File: src/rtl/id_ex_pipe_reg.sv
// rtl/id_ex_pipe_reg.sv - RV32I decode-to-execute pipeline register (optional feature macro: IDEX_PERF_CNT_EN)
module id_ex_pipe_reg #(
    parameter int XLEN = 32,
    parameter int REGW = 5
) (
    input  logic            clk,
    input  logic            rst_n,
    input  logic            stall_e,
    input  logic            flush_e,
    input  logic            valid_d,
    input  logic            reg_write_d,
    input  logic [1:0]      result_src_d,
    input  logic            mem_write_d,
    input  logic            jump_d,
    input  logic            branch_d,
    input  logic [3:0]      alu_control_d,
    input  logic            alu_src_d,
    input  logic [XLEN-1:0] rd1_d,
    input  logic [XLEN-1:0] rd2_d,
    input  logic [XLEN-1:0] pc_d,
    input  logic [XLEN-1:0] pc_plus4_d,
    input  logic [XLEN-1:0] imm_ext_d,
    input  logic [REGW-1:0] rs1_d,
    input  logic [REGW-1:0] rs2_d,
    input  logic [REGW-1:0] rd_d,
    output logic            valid_e,
    output logic            reg_write_e,
    output logic [1:0]      result_src_e,
    output logic            mem_write_e,
    output logic            jump_e,
    output logic            branch_e,
    output logic [3:0]      alu_control_e,
    output logic            alu_src_e,
    output logic [XLEN-1:0] rd1_e,
    output logic [XLEN-1:0] rd2_e,
    output logic [XLEN-1:0] pc_e,
    output logic [XLEN-1:0] pc_plus4_e,
    output logic [XLEN-1:0] imm_ext_e,
    output logic [REGW-1:0] rs1_e,
    output logic [REGW-1:0] rs2_e,
    output logic [REGW-1:0] rd_e,
    output logic [31:0]     bubble_cnt,
    output logic [31:0]     stall_cnt
);

    // Registered execute-stage state
    logic            valid_e_q;
    logic            reg_write_e_q;
    logic [1:0]      result_src_e_q;
    logic            mem_write_e_q;
    logic            jump_e_q;
    logic            branch_e_q;
    logic [3:0]      alu_control_e_q;
    logic            alu_src_e_q;
    logic [XLEN-1:0] rd1_e_q;
    logic [XLEN-1:0] rd2_e_q;
    logic [XLEN-1:0] pc_e_q;
    logic [XLEN-1:0] pc_plus4_e_q;
    logic [XLEN-1:0] imm_ext_e_q;
    logic [REGW-1:0] rs1_e_q;
    logic [REGW-1:0] rs2_e_q;
    logic [REGW-1:0] rd_e_q;

    // Next-state values
    logic            valid_e_d;
    logic            reg_write_e_d;
    logic [1:0]      result_src_e_d;
    logic            mem_write_e_d;
    logic            jump_e_d;
    logic            branch_e_d;
    logic [3:0]      alu_control_e_d;
    logic            alu_src_e_d;
    logic [XLEN-1:0] rd1_e_d;
    logic [XLEN-1:0] rd2_e_d;
    logic [XLEN-1:0] pc_e_d;
    logic [XLEN-1:0] pc_plus4_e_d;
    logic [XLEN-1:0] imm_ext_e_d;
    logic [REGW-1:0] rs1_e_d;
    logic [REGW-1:0] rs2_e_d;
    logic [REGW-1:0] rd_e_d;

    // Next-state select: flush beats stall beats capture; an invalid slot never carries side effects
    always_comb begin
        valid_e_d       = valid_e_q;
        reg_write_e_d   = reg_write_e_q;
        result_src_e_d  = result_src_e_q;
        mem_write_e_d   = mem_write_e_q;
        jump_e_d        = jump_e_q;
        branch_e_d      = branch_e_q;
        alu_control_e_d = alu_control_e_q;
        alu_src_e_d     = alu_src_e_q;
        rd1_e_d         = rd1_e_q;
        rd2_e_d         = rd2_e_q;
        pc_e_d          = pc_e_q;
        pc_plus4_e_d    = pc_plus4_e_q;
        imm_ext_e_d     = imm_ext_e_q;
        rs1_e_d         = rs1_e_q;
        rs2_e_d         = rs2_e_q;
        rd_e_d          = rd_e_q;
        if (flush_e) begin
            // Bubble: all-zero bundle, zero register indices so forwarding never matches
            valid_e_d       = 1'b0;
            reg_write_e_d   = 1'b0;
            result_src_e_d  = 2'b00;
            mem_write_e_d   = 1'b0;
            jump_e_d        = 1'b0;
            branch_e_d      = 1'b0;
            alu_control_e_d = 4'b0000;
            alu_src_e_d     = 1'b0;
            rd1_e_d         = '0;
            rd2_e_d         = '0;
            pc_e_d          = '0;
            pc_plus4_e_d    = '0;
            imm_ext_e_d     = '0;
            rs1_e_d         = '0;
            rs2_e_d         = '0;
            rd_e_d          = '0;
        end else if (!stall_e) begin
            valid_e_d       = valid_d;
            reg_write_e_d   = reg_write_d & valid_d;
            result_src_e_d  = result_src_d;
            mem_write_e_d   = mem_write_d & valid_d;
            jump_e_d        = jump_d & valid_d;
            branch_e_d      = branch_d & valid_d;
            alu_control_e_d = alu_control_d;
            alu_src_e_d     = alu_src_d;
            rd1_e_d         = rd1_d;
            rd2_e_d         = rd2_d;
            pc_e_d          = pc_d;
            pc_plus4_e_d    = pc_plus4_d;
            imm_ext_e_d     = imm_ext_d;
            rs1_e_d         = rs1_d;
            rs2_e_d         = rs2_d;
            rd_e_d          = rd_d;
        end
    end

    // Pipeline register bank with asynchronous clear
    always_ff @(posedge clk or negedge rst_n) begin
        if (!rst_n) begin
            valid_e_q       <= 1'b0;
            reg_write_e_q   <= 1'b0;
            result_src_e_q  <= 2'b00;
            mem_write_e_q   <= 1'b0;
            jump_e_q        <= 1'b0;
            branch_e_q      <= 1'b0;
            alu_control_e_q <= 4'b0000;
            alu_src_e_q     <= 1'b0;
            rd1_e_q         <= '0;
            rd2_e_q         <= '0;
            pc_e_q          <= '0;
            pc_plus4_e_q    <= '0;
            imm_ext_e_q     <= '0;
            rs1_e_q         <= '0;
            rs2_e_q         <= '0;
            rd_e_q          <= '0;
        end else begin
            valid_e_q       <= valid_e_d;
            reg_write_e_q   <= reg_write_e_d;
            result_src_e_q  <= result_src_e_d;
            mem_write_e_q   <= mem_write_e_d;
            jump_e_q        <= jump_e_d;
            branch_e_q      <= branch_e_d;
            alu_control_e_q <= alu_control_e_d;
            alu_src_e_q     <= alu_src_e_d;
            rd1_e_q         <= rd1_e_d;
            rd2_e_q         <= rd2_e_d;
            pc_e_q          <= pc_e_d;
            pc_plus4_e_q    <= pc_plus4_e_d;
            imm_ext_e_q     <= imm_ext_e_d;
            rs1_e_q         <= rs1_e_d;
            rs2_e_q         <= rs2_e_d;
            rd_e_q          <= rd_e_d;
        end
    end

    assign valid_e       = valid_e_q;
    assign reg_write_e   = reg_write_e_q;
    assign result_src_e  = result_src_e_q;
    assign mem_write_e   = mem_write_e_q;
    assign jump_e        = jump_e_q;
    assign branch_e      = branch_e_q;
    assign alu_control_e = alu_control_e_q;
    assign alu_src_e     = alu_src_e_q;
    assign rd1_e         = rd1_e_q;
    assign rd2_e         = rd2_e_q;
    assign pc_e          = pc_e_q;
    assign pc_plus4_e    = pc_plus4_e_q;
    assign imm_ext_e     = imm_ext_e_q;
    assign rs1_e         = rs1_e_q;
    assign rs2_e         = rs2_e_q;
    assign rd_e          = rd_e_q;

`ifdef IDEX_PERF_CNT_EN
    logic [31:0] bubble_cnt_q;
    logic [31:0] stall_cnt_q;
    logic [31:0] bubble_cnt_d;
    logic [31:0] stall_cnt_d;

    // Saturating counters: a flushed edge is a bubble even if stall is also asserted
    always_comb begin
        bubble_cnt_d = bubble_cnt_q;
        stall_cnt_d  = stall_cnt_q;
        if (flush_e) begin
            if (bubble_cnt_q != 32'hFFFF_FFFF) begin
                bubble_cnt_d = bubble_cnt_q + 32'd1;
            end
        end else if (stall_e) begin
            if (stall_cnt_q != 32'hFFFF_FFFF) begin
                stall_cnt_d = stall_cnt_q + 32'd1;
            end
        end
    end

    // Counter registers
    always_ff @(posedge clk or negedge rst_n) begin
        if (!rst_n) begin
            bubble_cnt_q <= '0;
            stall_cnt_q  <= '0;
        end else begin
            bubble_cnt_q <= bubble_cnt_d;
            stall_cnt_q  <= stall_cnt_d;
        end
    end

    assign bubble_cnt = bubble_cnt_q;
    assign stall_cnt  = stall_cnt_q;
`else
    assign bubble_cnt = 32'd0;
    assign stall_cnt  = 32'd0;
`endif

endmodule

File: config.mk
export PLATFORM = sky130hd
export DESIGN_NAME = id_ex_pipe_reg
export DESIGN_NICKNAME = d
export VERILOG_FILES = /design/src/rtl/id_ex_pipe_reg.sv
export SDC_FILE = /design/constraint.sdc
export NUM_CORES = 1
export LEC_CHECK = 0
export BUFFER_PORTS_ARGS = -buffer_cell sky130_fd_sc_hd__buf_2
export CAP_MARGIN = 15
export CORE_AREA = 2 2 173 175
export DETAILED_ROUTE_END_ITERATION = 7
export DIE_AREA = 0 0 175 177
export GPL_TIMING_DRIVEN = 0
export PLACE_DENSITY = 0.55
export SLEW_MARGIN = 20
export SYNTH_ARGS = -nofsm -noshare
export SYNTH_HDL_FRONTEND = slang
export SYNTH_SLANG_ARGS = --single-unit
File: constraint.sdc
create_clock -name clk -period 2.2 [get_ports clk]
set_clock_uncertainty 0.15 [all_clocks]
set_input_delay 0.44 -clock clk [delete_from_list [all_inputs] [get_ports clk]]
set_output_delay 0.44 -clock clk [all_outputs]
set_load 0.005 [all_outputs]
Yosys cells after proc, flatten, opt, wreduce, memory -nomap -nowiden --
Index checks and enable logic that the tools add are counted.
Word-level totals: flip-flop bits (word level) 187, bits of input ports 191, output and inout bits 251
Operators by class: eq/ne operators 1, mux-type cells 32, bitwise logic cells 4
Operators by type and width (count):
- 32-bit 2-to-1 mux | 10
- 5-bit 2-to-1 mux | 6
- 1-bit 2-to-1 mux | 12
- 4-bit 2-to-1 mux | 2
- 1-bit bitwise AND | 4
- 2-bit 2-to-1 mux | 2
- 2-bit by 1-bit != test with 1-bit output (second input constant) | 1

Logic depth before layout (Yosys ltp) --
Gate-level depths: netlist of run 1.
depth in word-level cells 3, depth in mapped cells 5, depth with buffers taken out 2

Worst setup path after synthesis of run 1 --
Ideal clock, no wire load.
path kind input to register, from input port stall_e, to register branch_e_q (netlist: branch_e), library setup time 0.122 ns, arrival time 1.102 ns, required time 1.928 ns, slack 0.826 ns, stages 4, path buffers 2, cells stage by stage buf_4 -> buf_8 -> and2b_1 -> a32o_1
On the way: word-level cells in the longest chain between the ends 1
RTL lines:
- from (decl) | line 8 | input logic stall_e,
- 2-bit by 1-bit != test with 1-bit output (no line)
- to (signal assigned) | line 163 | branch_e_q <= branch_e_d;
- to (decl) | line 52 | logic branch_e_q;
Every way passes these cells. A chain may end at the register's enable or synchronous reset.

Worst setup path in the final report of run 1 --
from register imm_ext_e_q[26] (netlist: imm_ext_e[26]), to output port imm_ext_e[26]
RTL lines:
- from (decl) | line 59 | logic [XLEN-1:0] imm_ext_e_q;
- from (signal assigned) | line 170 | imm_ext_e_q <= imm_ext_e_d;
- to (decl) | line 38 | output logic [XLEN-1:0] imm_ext_e,
No word-level cell between the ends.

==> metrics list, run 1 <==
* Status: completed
- Violation count after the first detailed-route iteration: about 230
* Clock buffers created by TritonCTS: 17
- The die is 177 microns tall.
- In the global route stage, overall resource usage came out at 14.4%.
- Together, buffers and inverters on the worst path number 1.
- Gate family responsible for the most delay along the worst path: flip-flops
- Setup repair after global routing missed its margin: false
- Synthesis handed over a netlist of 665 instances.
- Sorting the synthesized cells by area gives the leading types as dfrtp_1, mux2i_1, nor2_1, buf_4, buf_8.
- Synthesis inferred 187 register bits.
* Peak ir drop on the vdd network: 0.000450 V
* Effective utilization at floorplan: 27.7%
- Most frequent cells in the layout: buf_2, dfrtp_1, nor2_1
- Number of vias in the routed layout: about 6.1k
- The synthesized netlist occupies a cell area of 0.00810 sq mm.
* Pin count of the biggest net entering global routing: between 90 and 100
* Cell row count: 63
- The congestion estimate from routability-driven global placement came to 0.756.
- TritonCTS built the clock tree.
- CTS saw 187 sinks.
- Detailed placement ended at an HPWL of 17500 microns.
* Maximum number of buffers from clock root to sink: 2
- Clock transition at the register clock pins on the worst setup and hold paths after CTS: 0.08 ns
* Critical setup path kind: reg -> out
- Register area: approximately 0.0047 sq mm
* Area share of the largest cell type after synthesis: 57.7%
* Arrival @ worst endpoint: 0.97 ns
- Compared with the post-synthesis result, the final layout area differs by 40.1%.
- On the worst path, the slowest cell contributes a delay of 0.41 ns.
* Sequential area share after synthesis: 57.7%
- Cell at the root of the clock tree: clkbuf_16
- Timing would allow up to 640 MHz.
- Post-Place Worst Slack: around 0.44 ns
* Max Cap Viol: 0
- In the final layout, the multi-input gates occupy around 0.0028 sq mm.
- Commonest non-fill, non-tap cell in the layout: buf_2
- Endpoints failing setup: 0
* I/O pins: 442
- Post-CTS Hold Buffers: 1
* Part of the power in registers: 47.2%
* Largest driver fanout on the critical path: 2
* Critical path launch point type: flip-flop
- After synthesis, the netlist uses 11 different library cells.
* H-Tree Level Count: 4
* Power density normalized to cell area: 695 mW/mm^2
- Summed over all layers, the routed wires come to 22600 microns.
- Crit path required time: 1.61 ns
- First-pass DRT Iterations: 4
* Clock power frac: roughly two fifths
- Core area: 0.0292 sq mm
* First-pass GRT wire length: 34900 microns
- The number of antenna diodes in the final layout is 0.
* Share of cells above drive strength 1: roughly 44%
- The via count of the first global-routing pass came to 6253.
* Initial antenna violation count: 0
- Net switching power: 0.00215 W
- The Yosys step of the flow raised 0 warnings.
- Hold is met by 0.0938 ns.
- Dividing the detail-routed wire length by the instance count gives roughly 15 microns.
- Post-CTS timing repair inserted 0 buffers for setup.
- Syn Area/Cell: 12.2 sq um
- Combinational power share: between 10% and 20%
- The design draws 0.00789 W.
* Global route total overflow: 0
- The worst path uses 71.1% of the clock period.
- Max-slew violation count: 0
- Worst-skew pair later-pin latency: 0.42 ns
* Switching part of the total: 27.3%
* DRC violation count after routing: 0
- In this run the horizontal extent of the chip is approximately 180 microns.
* Detailed-route vias per instance: 4.02
* Count of final hold-check violations: 0
- The worst setup path is captured at a primary output.
- Count of port buffers added during placement: 376
- Cell accounting for the most synthesized area: dfrtp_1
- The signal on the critical path passes through buf_2.
* Slowest stage cell, crit path: dfrtp_1
- After the last flow step, the layout net total stands at about 1.3k.
* LEAKAGE: 6.66 nW
- At the pin with the least slew margin, the transition time is about 0.54 ns.
* # resized after CTS: 0
- Kind of path behind the tightest hold check: in -> reg
- The layout has 2992 filler cells.
- Setup slack after layout: 0.636 ns
- Cell internal power was estimated by the tool at 0.00574 W.
- Die area: 0.0310 sq mm
- Worst rel slew slack: 64.1%
- The count of nets left with antenna violations once routing finished came out at 0.
* Post-layout min period: 1.56 ns
## path summary, 6_finish.rpt
| kind | startpoint | endpoint | slack [ns] | cells past startpoint |
|---|---|---|---|---|
| max in group asynchronous | rst_n | pc_plus4_e[13] | 0.88 | 3 |
| hold reg to reg | jump_e | jump_e | 0.35 | 1 |
| setup reg to reg | pc_plus4_e[6] | pc_plus4_e[6] | 1.31 | 2 |
| min in group asynchronous | rst_n | rd2_e[21] | 0.28 | 2 |
| hold / removal | rd1_d[21] | rd1_e[21] | 0.09 | 3 |
| setup / recovery | imm_ext_e[26] | imm_ext_e[26] | 0.64 | 1 |
## routing by layer
layer	routed length [microns]	vias to the layer above	global-route usage (%)
li1	-	2983	-
met1	9600	2871	18.1
met2	10900	275	23.9
met3	1910	12	4.88
met4	225	0	3.44
met5	0	-	0
## power groups by stage
| stage | Clock (W) | Sequential (W) | Combinational (W) |
|---|---|---|---|
| after floorplan | 0 | 0.00381 | 0.000557 |
| after global placement | 0 | 0.00379 | 0.00113 |
| after detailed placement | 0 | 0.00379 | 0.00115 |
| after CTS | 0.00313 | 0.00373 | 0.00116 |
| after global routing | 0.00328 | 0.00375 | 0.00126 |
| final | 0.00303 | 0.00372 | 0.00113 |
## state kept, by name, summed over array words and instances, names as in the netlist, 2 cells and up
name and count:
imm_ext_e 32, pc_e 32, pc_plus4_e 32, rd1_e 32, rd2_e 32, rd_e 5, rs1_e 5, rs2_e 5
alu_control_e 4, result_src_e 2
## final cells by class
| cell class | count | share of cell area, % |
|---|---|---|
| buffer | 105 | 7.49 |
| clock buffer | 18 | 3.87 |
| clock inverter | 14 | 1.14 |
| multi-input combinational | 436 | 24.8 |
| sequential | 187 | 41.2 |
| tap | 390 | 4.30 |
| timing repair buffer | 379 | 17.2 |
## metrics by stage
step                setup TNS (ns)  cell area, sq um  util [%]  instances
global route                     0             11400      38.8       1529
detailed placement               0             10800      36.8       1496
floorplan                        0              8340         -        728
global placement           -504.05             10700      36.6       1494
finish                           0             11400      38.8       1529
CTS                              0             11400      38.8       1529
## Yosys cell counts
| master | number |
|---|---|
| buf_8 | 16 |
| buf_2 | 4 |
| and2b_1 | 1 |
| dfrtp_1 | 187 |
| buf_4 | 68 |
| nor2_1 | 184 |
| mux2i_1 | 183 |
| conb_1 | 1 |
| a32o_1 | 4 |
| clkbuf_1 | 16 |
| buf_12 | 1 |
## cell families after synthesis
kind of cell    synth area share [%]
compound gates                 0.494
buf+inv                         10.5
flops                           57.7
mux                             22.6
other cells                   0.0463
simple gates                    8.62
(Power assumes the default switching activity.)
==> run 2, diff against run 1 <==
--- a/config.mk
+++ b/config.mk
@@ -5,13 +5,14 @@
 export SDC_FILE = /design/constraint.sdc
 export NUM_CORES = 1
 export LEC_CHECK = 0
+export ABC_AREA = 1
 export BUFFER_PORTS_ARGS = -buffer_cell sky130_fd_sc_hd__buf_2
 export CAP_MARGIN = 15
-export CORE_AREA = 2 2 173 175
+export CORE_AREA = 2 2 174 176
 export DETAILED_ROUTE_END_ITERATION = 7
-export DIE_AREA = 0 0 175 177
+export DIE_AREA = 0 0 176 178
 export GPL_TIMING_DRIVEN = 0
-export PLACE_DENSITY = 0.55
+export PLACE_DENSITY = 0.54
 export SLEW_MARGIN = 20
 export SYNTH_ARGS = -nofsm -noshare
 export SYNTH_HDL_FRONTEND = slang
==> constraint.sdc (replaced) <==
create_clock -name clk -period 1.3 [get_ports clk]
set_clock_uncertainty 0.15 [all_clocks]
set_input_delay 0.26 -clock clk [delete_from_list [all_inputs] [get_ports clk]]
set_output_delay 0.26 -clock clk [all_outputs]
set_load 0.005 [all_outputs]
==> run 2 against run 1 <==
  * The run now ends with negative setup slack left
  * Area after synthesis down 7.7%
  * Combinational power rose by 100%
  * Cell area grew 17%
  * Non-clock buffer count rose by 267
  * Synthesized cell count is 29% higher
  * Count of clock-buffer cells in the layout grew 1
  * Wire length is 16% higher
  * First-iteration DRC count up 29%
  * Worst hold slack improved by 0.064 ns
  * Global-route usage grew 1.7 points
  * Sequential share of layout area is 5.9 points lower
  * Final cell count rose by 30%
  * Critical path type unchanged
  * Highest routed layer unchanged
==> metrics list, run 2 <==
- The total half-perimeter wirelength after legalization and detailed placement was 18000 microns (was 17500 microns).
- The area share of the leading cell type in the synthesized netlist was 62.6% (was 57.7%).
- The final routed wire length divided by cell count is 13.2 microns (was 14.8 microns).
- Number of global-route vias before repair: 7735 (was 6253)
- Most frequent cells in the layout: nand2_1, buf_2, dlygate4sd3_1 (was buf_2, dfrtp_1, nor2_1)
* Max Freq: 722 MHz
* Count of yosys warnings during synthesis: 0 (unchanged)
* DRC violation count after routing: 0 (unchanged)
* Pin count of the biggest net entering global routing: 73 (was 95)
- Max-slew violation count: 0 (unchanged)
* Capture point of the worst reg-to-reg path: rd2_e[22] (was pc_plus4_e[6])
* Cell accounting for the most synthesized area: dfrtp_1 (unchanged)
- The initial core utilization was 25.4% (was 27.7%).
* Simple-gate share of the synthesized area: 28.4% (was 8.62%)
- Setup repair after global routing missed its margin: true (was false).
* Cell row count: 63 (unchanged)
- Post-layout min period: 1.39 ns
* First-pass DRT Iterations: 4 (unchanged)
- Max Cap Viol: 0 (unchanged)
- The vertical die dimension was 178 microns (was 177 microns).
- Crit end category: primary output (unchanged)
- The worst hold margin came to 0.158 ns (was 0.0938 ns).
- Commonest cells in the netlist: nand2_1, dfrtp_1, buf_4, buf_2, clkbuf_1 (was dfrtp_1, nor2_1, mux2i_1, buf_4)
* Endpoints failing setup: 187 (was 0)
- Top FF cell, synth: dfrtp_1 (unchanged)
- The critical path data required time was 0.89 ns (was 1.61 ns).
* Syn Area/Cell: 8.74 sq um (was 12.2 sq um)
- Clock transition at the register clock pins on the worst setup and hold paths after CTS: 0.07 ns (was 0.08 ns)
- Setup slack after layout: -0.0857 ns (was 0.636 ns)
- The combinational family with the most area after synthesis is simple AND/OR/NAND/NOR gates (was multiplexers).
* Mux cell area share after synthesis: 0% (was 22.6%)
- Count of cell types in the netlist: 9 (was 11)
- Top cells by area in the synthesized netlist: dfrtp_1, nand2_1, buf_4, buf_2, clkbuf_1 (was dfrtp_1, mux2i_1, nor2_1, buf_4, buf_8)
- Violations in the final reports: negative setup slack
* Clock buffers created by TritonCTS: 17 (unchanged)
- The synthesized netlist cell count is 856 (was 665).
- Worst rel slew slack: 65.1% (was 64.1%)
- I/O pins: 442 (unchanged)
- LEAKAGE: 7.97 nW (was 6.66 nW)
- The most common cell in the synthesized netlist is nand2_1 (was dfrtp_1).
* Die X-Extent: 176 microns (was 175 microns)
- Cell-by-cell trace of the critical path: buf_2 (unchanged)
- Worst-skew pair later-pin latency: 0.43 ns (was 0.42 ns)
* Crit path buf inv count: 1 (unchanged)
* Global route total overflow: 0 (unchanged)
- Largest driver fanout on the critical path: 2 (unchanged)
- The area share of fa/ha/maj cells after synthesis was 0% (unchanged).
- Count of nets after finishing: 1776 (was 1317)
* Die area: 0.0313 sq mm (was 0.0310 sq mm)
- Fill cell count: 2824 (was 2992)
* Synth async-reset ratio: 100% (unchanged)
- The via-per-instance ratio came to 3.92 (was 4.02).
- Status: finished with violations (was completed).
- The worst ir drop on vdd was 0.000776 V (was 0.000450 V).
* Global-route usage over all layers: 16.1% (was 14.4%)
- The proportion of layout cells with a drive suffix above 1 was 36.7% (was 43.8%).
* Synthesis-stage register bit count: 187 (unchanged)
* Critical setup path kind: reg -> out (unchanged)
- Slowest stage cell, crit path: dfrtp_1 (unchanged)
- Kind of path behind the tightest hold check: in -> async (was in -> reg)
* Antenna Violating Nets Remaining: 0 (unchanged)
- Detailed Route WL: 26200 microns (was 22600 microns)
* Worst stage delay on the critical path: 0.41 ns (about the same)
- Commonest non-fill, non-tap cell in the layout: nand2_1 (was buf_2)
- Synthesized-area fraction occupied by ao, oa, aoi and oai cells: 0% (was 0.494%)
- The xor and xnor area share after synthesis was 0% (unchanged).
* Final core utilization: 45.1% (was 38.8%)
- Final antenna diode count: 0 (unchanged)
- The clock root buffer is clkbuf_16 (unchanged).
- Logic depth of the worst register-to-register path: 4 (was 2)
- The initial antenna violation count is 0 (unchanged).
* Violation count after the first detailed-route iteration: 299 (was 232)
- The clock tree from TritonCTS is built (unchanged).
- The number of buffers on the longest clock path was 2 (unchanged).
- The final count of hold timing violations was 0 (unchanged).
- The signal arrival time at the worst endpoint was 0.98 ns (was 0.97 ns).
* First-pass GRT wire length: 39600 microns (was 34900 microns)
- The nature of the critical path startpoint is a flip-flop (unchanged).
- The maximum level of the CTS H-tree came to 4 (unchanged).
* RePlAce Congestion: 0.792 (was 0.756)
- Ratio of final minimum period to clock period: 107%
- Core area: 0.0294 sq mm (was 0.0292 sq mm)
- Cell area after synthesis: 0.00748 sq mm (was 0.00810 sq mm)
- The count of buffers inserted at the top-level ports is 377 (was 376).
* Reg-to-reg startpoint: rd2_e[22] (was pc_plus4_e[6])
- The ratio of total power to cell area came to 1040 mW/mm^2 (was 695 mW/mm^2).
- The kind of cell adding the most delay to the critical path was flip-flops (unchanged).
* Number of enable flip-flop cells after synthesis: 0 (unchanged)
- Register-to-register path setup slack: 0.28 ns (was 1.31 ns)
- Count of clock tree sinks: 187 (unchanged)
* Slew at the pin closest to its max-slew limit: 0.524 ns (was 0.538 ns)
- The layout overhead on the synthesized area is 77.2% (was 40.1%).
- The number of vias after detailed routing came to 7777 (was 6141).
- The portion of the post-synthesis area used by sequential elements was 62.6% (was 57.7%).
## run 2: what timing repair did
action / in CTS / in global routing
resized for setup: 10 / 4
pin swaps: 0 / 0
endpoints found under the hold margin: 278 / 0
setup buffers: 35 / 45
hold buffers: 188 / 0
setup endpoints to repair: 288 / 209
## run 2: per-stage QoR
stage	std cells	power, W	TNS [ns]	cell area, sq um	setup WS [ns]
after floorplan	919	0.00704	0	7720	0.156
after CTS	1941	0.0138	-15.01	12900	-0.121
after detailed placement	1688	0.00801	-77.67	10200	-0.680
after global placement	1686	0.00797	-737.88	10100	-3.52
after global routing	1986	0.0144	-17.43	13300	-0.132
final	1986	0.0138	-9.31	13300	-0.0857
## run 2: logic make-up (layout without fill, tap and decap cells)
group	after synthesis	in the layout
and+or+nand+nor	563	563
DFF	187	187
other	1	64
buffers and inverters	105	782
## run 2: power by group
part / leakage, nW / switching (W) / internal, W
clock network: 0.275 / 0.00233 / 0.00287
logic: 5.21 / 0.000997 / 0.00127
registers: 2.49 / 0.000165 / 0.00614
total: 7.97 / 0.00349 / 0.0103
## run 2: final cells by class
cell class / count / area, sq um / area share [%]
Buffer: 104 / 679 / 5.12
Clock buffer: 19 / 443 / 3.34
Clock inverter: 11 / 121 / 0.915
Inverter: 1 / 3.75 / 0.0283
Multi-Input combinational cell: 627 / 2370 / 17.9
Sequential cell: 187 / 4680 / 35.3
Tap cell: 390 / 488 / 3.68
Timing Repair Buffer: 647 / 4470 / 33.7
## run 2: worst max path at each step
stage,slack [ns],endpoint,cells past startpoint,startpoint
2_1_floorplan,0.16,rd1_e[0],5,flush_e
3_3_place_gp,-3.52,rd1_e[5],1,rst_n
3_5_place_dp,-0.68,pc_e[18],6,flush_e
4_1_cts,-0.12,imm_ext_e[26],1,imm_ext_e[26]
5_1_grt,-0.13,imm_ext_e[26],1,imm_ext_e[26]
6_report,-0.09,imm_ext_e[26],1,imm_ext_e[26]
## run 2: per-layer routing
layer	up-vias	part of all wire (%)	GRT usage, %
met4	0	3.0	7.30
met5	-	0	0
met2	269	51	28.7
li1	3890	-	-
met3	43	4.9	2.90
met1	3575	41	19.0
